<file path="src/rtl/battleship_pkg.sv">
// Shared battleship types: cell encoding, placer FSM states and button slots.
package battleship_pkg;

    localparam int BOARD_N = 5;

    typedef enum logic [1:0] {
        WATER = 2'b00,
        SHIP  = 2'b01,
        HIT   = 2'b10,
        MISS  = 2'b11
    } cell_t;

    typedef enum logic [1:0] {
        S_IDLE  = 2'd0,
        S_PLACE = 2'd1,
        S_DONE  = 2'd2
    } state_t;

    // Slot of each button in the edge-detect vector
    localparam int NUM_BTN = 6;
    localparam int B_UP    = 0;
    localparam int B_DOWN  = 1;
    localparam int B_LEFT  = 2;
    localparam int B_RIGHT = 3;
    localparam int B_PLACE = 4;
    localparam int B_START = 5;

    function automatic logic [2:0] clamp_ships(input logic [2:0] req, input int max_ships);
        if (int'(req) > max_ships) return 3'(max_ships);
        return req;
    endfunction

endpackage

</file>
<file path="src/rtl/edge_detect.sv">
// Rising-edge detector for one button level against its registered previous sample.
module edge_detect (
    input  logic clk,
    input  logic rst,
    input  logic btn,
    output logic rise
);

    logic prev;

    always_ff @(posedge clk or posedge rst) begin
        if (rst) prev <= 1'b0;
        else     prev <= btn;
    end

    assign rise = btn & ~prev;

endmodule

</file>
<file path="src/rtl/ship_placer.sv">
// Ship placement session: cursor moves over the board and drops ships on water
// cells until the latched target count is reached.
module ship_placer #(
    parameter int BOARD_N   = battleship_pkg::BOARD_N,
    parameter int MAX_SHIPS = 5
) (
    input  logic                         clk,
    input  logic                         rst,
    input  logic                         start,
    input  logic                         move_up,
    input  logic                         move_down,
    input  logic                         move_left,
    input  logic                         move_right,
    input  logic                         place,
    input  logic [2:0]                   amount_of_ships,
    output logic [2:0]                   cursor_i,
    output logic [2:0]                   cursor_j,
    output logic [2*BOARD_N*BOARD_N-1:0] board,
    output logic [2:0]                   ships_placed,
    output logic [2:0]                   ships_remaining,
    output logic                         placing,
    output logic                         done,
    output logic                         reject
);
    import battleship_pkg::*;

    localparam int CELLS = BOARD_N * BOARD_N;
    localparam int IDXW  = $clog2(CELLS);
    localparam logic [2:0] EDGE_MAX = 3'(BOARD_N - 1);

    logic [NUM_BTN-1:0] btn_lvl, btn_rise;
    cell_t [CELLS-1:0]  cells;
    state_t             state;
    logic [2:0]         ci, cj, placed, target, start_target;
    logic [IDXW-1:0]    cur_idx;

    assign btn_lvl = {start, place, move_right, move_left, move_down, move_up};

    edge_detect u_edge [NUM_BTN-1:0] (
        .clk  (clk),
        .rst  (rst),
        .btn  (btn_lvl),
        .rise (btn_rise)
    );

    assign start_target = clamp_ships(amount_of_ships, MAX_SHIPS);
    assign cur_idx      = IDXW'(int'(ci) * BOARD_N + int'(cj));

    always_ff @(posedge clk or posedge rst) begin
        if (rst) begin
            state  <= S_IDLE;
            for (int k = 0; k < CELLS; k++) cells[k] <= WATER;
            ci     <= '0;
            cj     <= '0;
            placed <= '0;
            target <= '0;
            reject <= 1'b0;
        end else begin
            reject <= 1'b0;
            case (state)
                S_IDLE, S_DONE: begin
                    if (btn_rise[B_START]) begin
                        for (int k = 0; k < CELLS; k++) cells[k] <= WATER;
                        ci     <= '0;
                        cj     <= '0;
                        placed <= '0;
                        target <= start_target;
                        state  <= (start_target == 3'd0) ? S_DONE : S_PLACE;
                    end
                end
                S_PLACE: begin
                    // Placement uses the pre-move cursor; a coincident move still lands
                    if (btn_rise[B_PLACE]) begin
                        if (cells[cur_idx] == WATER) begin
                            cells[cur_idx] <= SHIP;
                            placed         <= placed + 3'd1;
                            if (placed + 3'd1 == target) state <= S_DONE;
                        end else begin
                            reject <= 1'b1;
                        end
                    end
                    if (btn_rise[B_UP]) begin
                        if (ci != 3'd0) ci <= ci - 3'd1;
                    end else if (btn_rise[B_DOWN]) begin
                        if (ci != EDGE_MAX) ci <= ci + 3'd1;
                    end else if (btn_rise[B_LEFT]) begin
                        if (cj != 3'd0) cj <= cj - 3'd1;
                    end else if (btn_rise[B_RIGHT]) begin
                        if (cj != EDGE_MAX) cj <= cj + 3'd1;
                    end
                end
                default: state <= S_IDLE;
            endcase
        end
    end

    assign board           = cells;
    assign cursor_i        = ci;
    assign cursor_j        = cj;
    assign ships_placed    = placed;
    assign ships_remaining = target - placed;
    assign placing         = (state == S_PLACE);
    assign done            = (state == S_DONE);

endmodule
</file>
<file path="config.mk">
export PLATFORM = sky130hd
export DESIGN_NAME = ship_placer
export DESIGN_NICKNAME = d
export VERILOG_FILES = /design/src/rtl/battleship_pkg.sv /design/src/rtl/edge_detect.sv /design/src/rtl/ship_placer.sv
export SDC_FILE = /design/constraint.sdc
export NUM_CORES = 1
export LEC_CHECK = 0
export ABC_AREA = 1
export BUFFER_PORTS_ARGS = -buffer_cell sky130_fd_sc_hd__buf_2
export CAP_MARGIN = 10
export CORE_MARGIN = 3
export CORE_UTILIZATION = 51
export CTS_CLUSTER_DIAMETER = 50
export DETAILED_ROUTE_END_ITERATION = 10
export GPL_TIMING_DRIVEN = 0
export HOLD_SLACK_MARGIN = 0.12
export PLACE_DENSITY = 0.81
export SLEW_MARGIN = 20
export SYNTH_ARGS = -nofsm -noshare
export SYNTH_HDL_FRONTEND = slang
export SYNTH_HIERARCHICAL = 1
export SYNTH_SLANG_ARGS = --single-unit
export TNS_END_PERCENT = 50
</file>
<file path="constraint.sdc">
create_clock -name clk -period 4.1 [get_ports clk]
set_input_delay 0.41 -clock clk [delete_from_list [all_inputs] [get_ports clk]]
set_output_delay 0.41 -clock clk [all_outputs]
set_load 0.1 [all_outputs]
</file>
* Word level (Yosys, flattened, before mapping)
Cells that the tools add are included.
** Operators by class
- $add $sub $neg :: 7
- $mul :: 1
- Order comparisons :: 3
- Equal/unequal tests :: 17
- Mux-type cells :: 36
- Bitwise logic cells :: 15
- Reductions and logical operators :: 13
** Operators by type and width (number)
- 50-bit 2-to-1 mux :: 3
- 50-bit case mux with 2 select lines :: 1
- 3-bit 2-to-1 mux :: 15
- 25-bit AND :: 1
- 25-bit NOT :: 1
- 25-bit bitwise OR :: 1
- 3-bit case mux with 2 select lines :: 3
- 2-bit 2-to-1 mux :: 7
- 3-bit by 1-bit inequality test with 1-bit output (second input constant) :: 4
- 3-bit inequality test (second input constant) :: 4
- 2-bit binary-select mux with 5-bit select :: 1
- 2-bit demux with 5-bit select :: 1
- 3-bit by 1-bit adder with 3-bit output (second input constant) :: 3
- 2-bit by 1-bit inequality test with 1-bit output (second input constant) :: 4
- 4-bit AND reduction :: 2
- 7-bit AND reduction :: 1
- 1-bit AND :: 6
- 5-bit by 6-bit < comparator with 1-bit output (second input constant) :: 1
- 1-bit NOT :: 6
- 3-bit nonzero test :: 2
- 3-bit by 1-bit subtractor with 3-bit output (second input constant) :: 2
- 5-bit by 3-bit adder with 5-bit output :: 1
- 5-bit by 1-bit >= comparator with 1-bit output (second input constant) :: 1
- 3-bit by 3-bit multiplier with 5-bit output (second input constant) :: 1
- other kinds (15) :: 20
** Word-level totals
- Flip-flop bits (word level) :: 71
- Bits of input ports :: 11
- Word-level logic and storage cells :: 129

* Depth between registers and ports, before layout
- Depth in word-level cells :: 11
- Mapped depth :: 18
- Gate-level depth less buffers :: 15

* Cells and area by module
Netlist, hierarchy kept.
** By module, submodules not included
- ship_placer :: times used 1, cells each 548, area an instance 4026.4 µm², seq. area each 1626.6 µm²
- edge_detect :: times used 6, cells each 4, area an instance 38.8 µm², seq. area each 25.0 µm²

* Worst setup path before layout
Ideal clock, no wire load.
- Kind :: register to register
- From :: reg ci[0], in the netlist cursor_i[0]
- To :: reg placed[2], in the netlist ships_placed[2]
- Library setup time :: 0.120 ns
- Arrival time :: 3.495 ns
- Slack :: 0.485 ns
- Cell stages (with the launch flop) :: 17
- Path buffers :: 3
- Cell sequence :: dfrtp_1 -> ha_1 -> ha_1 -> inv_1 -> fa_1 -> buf_2 -> clkinv_1 -> nand2_1 -> nand2_1 -> nand2_1 -> nand2_1 -> nor2_2 -> nand3_2 -> buf_6 -> buf_12 -> nand3_2 -> nand2_1
** On the way
- Cells in the longest elaborated chain, start to end :: 7
** RTL lines
- start, declared :: RTL line ship_placer.sv:34 : logic [2:0] ci, cj, placed, target, start_target;
- start signal, assigned :: RTL line ship_placer.sv:83 : if (ci != 3'd0) ci <= ci - 3'd1;
- start signal, assigned :: RTL line ship_placer.sv:85 : if (ci != EDGE_MAX) ci <= ci + 3'd1;
- 3-bit by 3-bit multiplier with 5-bit output :: RTL line ship_placer.sv:47 : assign cur_idx = IDXW'(int'(ci) * BOARD_N + int'(cj));
- 5-bit by 3-bit adder with 5-bit output :: RTL line ship_placer.sv:47
- 2-bit binary-select mux with 5-bit select :: RTL line ship_placer.sv:74 : if (cells[cur_idx] == WATER) begin
- 2-bit 2-to-1 mux (implied by the code) :: RTL line ship_placer.sv:74
- 2-bit zero test :: RTL line ship_placer.sv:74
- 2-bit by 1-bit inequality test with 1-bit output (no source line)
- 4-bit AND reduction (no source line)
- end signal, assigned :: RTL line ship_placer.sv:76 : placed <= placed + 3'd1;
- end, declared :: RTL line ship_placer.sv:34
Every way passes these cells. The select of a mux whose other input is x is not followed.
A chain may end at the register's enable or synchronous reset.

* Worst setup path after layout
- From :: reg ci[0], in the netlist cursor_i[0]
- To :: reg cells, in the netlist board[14]
** On the way
- Cells in the longest elaborated chain, start to end :: 10
- Elaborated cells on any way between the ends :: 16
** RTL lines
- 3-bit by 3-bit multiplier with 5-bit output * :: RTL line ship_placer.sv:47
- 5-bit by 3-bit adder with 5-bit output * :: RTL line ship_placer.sv:47
- 5-bit by 6-bit < comparator with 1-bit output (implied by the code) / 5-bit by 1-bit >= comparator with 1-bit output (equally long branches) :: RTL line ship_placer.sv:75 : cells[cur_idx] <= SHIP;
- 1-bit logical AND (implied by the code) :: RTL line ship_placer.sv:75
- 2-bit 2-to-1 mux (implied by the code) :: RTL line ship_placer.sv:75
- 2-bit demux with 5-bit select :: RTL line ship_placer.sv:75
- 25-bit bitwise OR (no source line)
- 50-bit 2-to-1 mux :: RTL line ship_placer.sv:74
- 50-bit 2-to-1 mux :: RTL line ship_placer.sv:73 : if (btn_rise[B_PLACE]) begin
- 50-bit case mux with 2 select lines :: RTL line ship_placer.sv:60 : case (state)
- end signal, assigned by index :: RTL line ship_placer.sv:75
- end, declared :: RTL line ship_placer.sv:32 : cell_t [CELLS-1:0] cells;
Mark *: on every way between the ends. The rest lies on a longest branch, timed or not. The select of a mux whose other input is x is not followed.

==> run_results.csv <==
group,metric,value,unit
synth,synth_edf_count,0,
clocking,cts_tree,"yes",
finish,layout_commonest_cell,"nand2_1",
finish,layout-drive-gt1-share,0.2256,
placed_design,hpwl,7756,µm
routing,via_per_inst,5.115,
critical_path,cp-startpoint,"cursor_i[0]",
critical_path,reg2reg_depth,16,
finish,syn_to_final_growth,17.66,%
finish,nNetsFinal,685,
grt,grt_max_degree,48,
critical_path,path_max_fanout,10,
routing,route.detailed.drc,0,
floorplan,initial_core_util,0.5372,
grt,grt.overflow.total,0,
clocking,cts.clk_slew.worst_paths,0.08,ns
floorplan,die_area,9484,µm²
sta,tightest_slew,0.7245,ns
synth,synth_seq_area_share,0.4172,
synth,synthFlopType,"dfrtp_1",
floorplan,die_y,97.39,µm
worst_hold_path,min-delay-start,"move_up",
critical_path,worstSetupEndpointType,"flip-flop",
synth,syn_inst,572,
synth,async_reset_ff_frac,1.000,
grt,grt_pass1_wl,17600,µm
grt,grt_usage,0.2254,
grt,met1_usage,0.2819,
synth,yosysUniqueCellTypes,34,
sta,fmax,294.0,MHz
clocking,insertion_delay,0.35,ns
sta,rsz0062_at_grt,"false",
routing,drt_iter0_markers,178,
synth,ys_ff_latch,71,
routing,dr_total_vias,3923,
grt,grt_pass1_vias,3875,
worst_hold_path,hold_path_class,"in -> reg",
finish,final_cell_mix,"178 x nand2_1, 80 x inv_1, 80 x nor2_1, 78 x buf_2, 71 x dfrtp_1",
sta,slew_headroom,0.5152,
clocking,cts_buffers,9,
placed_design,post_dp_cell_area,4792,µm²
clocking,htreeDepth,3,
floorplan,coreArea,7928,µm²
sta,finalHoldViolations,0,
placed_design,io_buffers,75,
sta,setup_viol,0,
sta,period_share,0.8295,
grt,antenna_found_initial,0,
clocking,post_cts_resized,0,
grt,grt_use_met3,0.04810,
sta,drv_slew,0,
grt,grt.met2_usage,0.3785,
clocking,clk_path_buf_depth,2,
routing,antenna_left,0,
floorplan,io_pins,76,
grt,busiest_layer,"met2",
finish,final_core_util,0.6321,
critical_path,critPathLaunchType,"flip-flop",
synth,synth_area,4259,µm²
clocking,clock-sinks,71,
clocking,cts_root_buffer,"clkbuf_8",
placed_design,gp_congestion,0.9268,
worst_hold_path,whs_path_depth,1,
outcome,status,"complete, no violations",
sta,layout_setup_ws,0.6990,ns
routing,dr.pass1.iters,6,
routing,drt-total-wl,10300,µm
floorplan,placementRows,32,
synth,yosys_warnings,6,
critical_path,worstPathArrival,3.65,ns
sta,fin_skew,0.01158,ns
floorplan,die_x,97.39,µm
finish,fin_area,5011,µm²
critical_path,reg2reg_from,"cursor_i[0]",
routing,avgRoutedWirePerCell,13.43,µm
critical_path,worst-setup-path-type,"reg -> reg",
sta,setup_tns,0,ns
finish,diodes,0,
sta,period_minus_slack,3.401,ns
synth,syn_avg_cell_area,7.446,µm²
critical_path,required,4.35,ns
placed_design,post-place-ws,0.7076,ns
job,drv_cap,0,
synth,synth_fp_nets,597,
[final cells by class]
class                   count  area, µm²
plain buffers              19      152.6
repair buffers             77      412.9
well taps                 102      127.6
flip-flops and latches     71       1777
clock buffers              13      168.9
multi-input cells         394       1997
fillers                   705       2917
inverters                  88      335.3
clock inverters             3      40.04
[worst paths after layout]
path | slack [ns] | to
max in group asynchronous | 2.97 | board[44]
setup reg to reg | 0.70 | board[14]
setup / recovery | 0.70 | board[14]
hold / removal | 0.18 | u_edge[0]/prev
hold reg to reg | 0.51 | board[21]
min in group asynchronous | 0.51 | u_edge[4]/prev
[kinds of logic (layout without fill, tap and decap cells)]
family	after synthesis	count (layout)	synth area share
AND/OR/NAND/NOR	321	321	0.3343
AO/OA/AOI/OAI	50	50	0.06610
adder cells (fa/ha/maj)	14	14	0.04818
buffers and inverters	107	200	0.1140
XOR/XNOR	9	9	0.02027
flip-flops	71	71	0.4172
[synth_stat cells (2+ instances only)]
cell / n / area share
fa_1: 4 / 0.019
nand2_4: 2 / 0.0053
buf_2: 3 / 0.0035
buf_6: 4 / 0.011
nor2_1: 80 / 0.071
inv_1: 81 / 0.071
nor2_2: 7 / 0.010
o21a_1: 4 / 0.0071
nand3_2: 22 / 0.052
buf_12: 2 / 0.0094
nor3_1: 4 / 0.0047
buf_4: 4 / 0.0071
xnor2_1: 4 / 0.0082
clkbuf_1: 6 / 0.0053
inv_2: 4 / 0.0035
clkinv_1: 2 / 0.0018
nand2_1: 178 / 0.16
dfrtp_1: 71 / 0.42
o21ai_0: 12 / 0.014
ha_1: 10 / 0.029
nand2_2: 5 / 0.0073
a21oi_1: 25 / 0.029
o21ai_1: 3 / 0.0035
nand3_1: 21 / 0.025
o31ai_1: 2 / 0.0035
xor2_1: 4 / 0.0082
[flip-flops by register name, indices dropped and copies added, names as in the netlist]
signal	cells
board	50
target	3
cursor_j	3
cursor_i	3
state	2
reject	1
u_edge/prev	6
ships_placed	3
[per-layer routing]
| metal | part of all wire | vias to the layer above | routed length (µm) |
|---|---|---|---|
| met2 | 0.48 | 140 | 4940 |
| met3 | 0.065 | 27 | 666 |
| met5 | 0 | - | 0 |
| met4 | 0.023 | 0 | 236 |
| li1 | - | 1925 | - |
| met1 | 0.43 | 1831 | 4458 |
[through the flow]
stage	cells	hold WS (ns)
after global routing	767	0.1734
final	767	0.1768
after CTS	767	0.1671
after detailed placement	750	0.3212
after floorplan	572	0.1387
after global placement	749	0.3007
[worst max-delay path, stage by stage (launching register included)]
cell,delay [ns]
dfrtp_1,0.46
ha_1,0.33
ha_1,0.31
inv_1,0.06
fa_1,0.52
buf_2,0.22
clkinv_1,0.31
nand2_1,0.15
nand2_1,0.06
nand2_1,0.06
nand2_1,0.05
nor2_2,0.20
nand3_2,0.12
buf_6,0.18
buf_12,0.15
nand3_2,0.05
nand2_1,0.06
[what timing repair did]
| action | CTS | global route |
|---|---|---|
| buffers inserted | 0 | 0 |
| endpoints found under the hold margin | 24 | 0 |
| hold buffers | 1 | 0 |
Power is left out: the tool's default activity adds up to more than one toggle a clock period on the data nets, which glitch-free logic cannot reach.
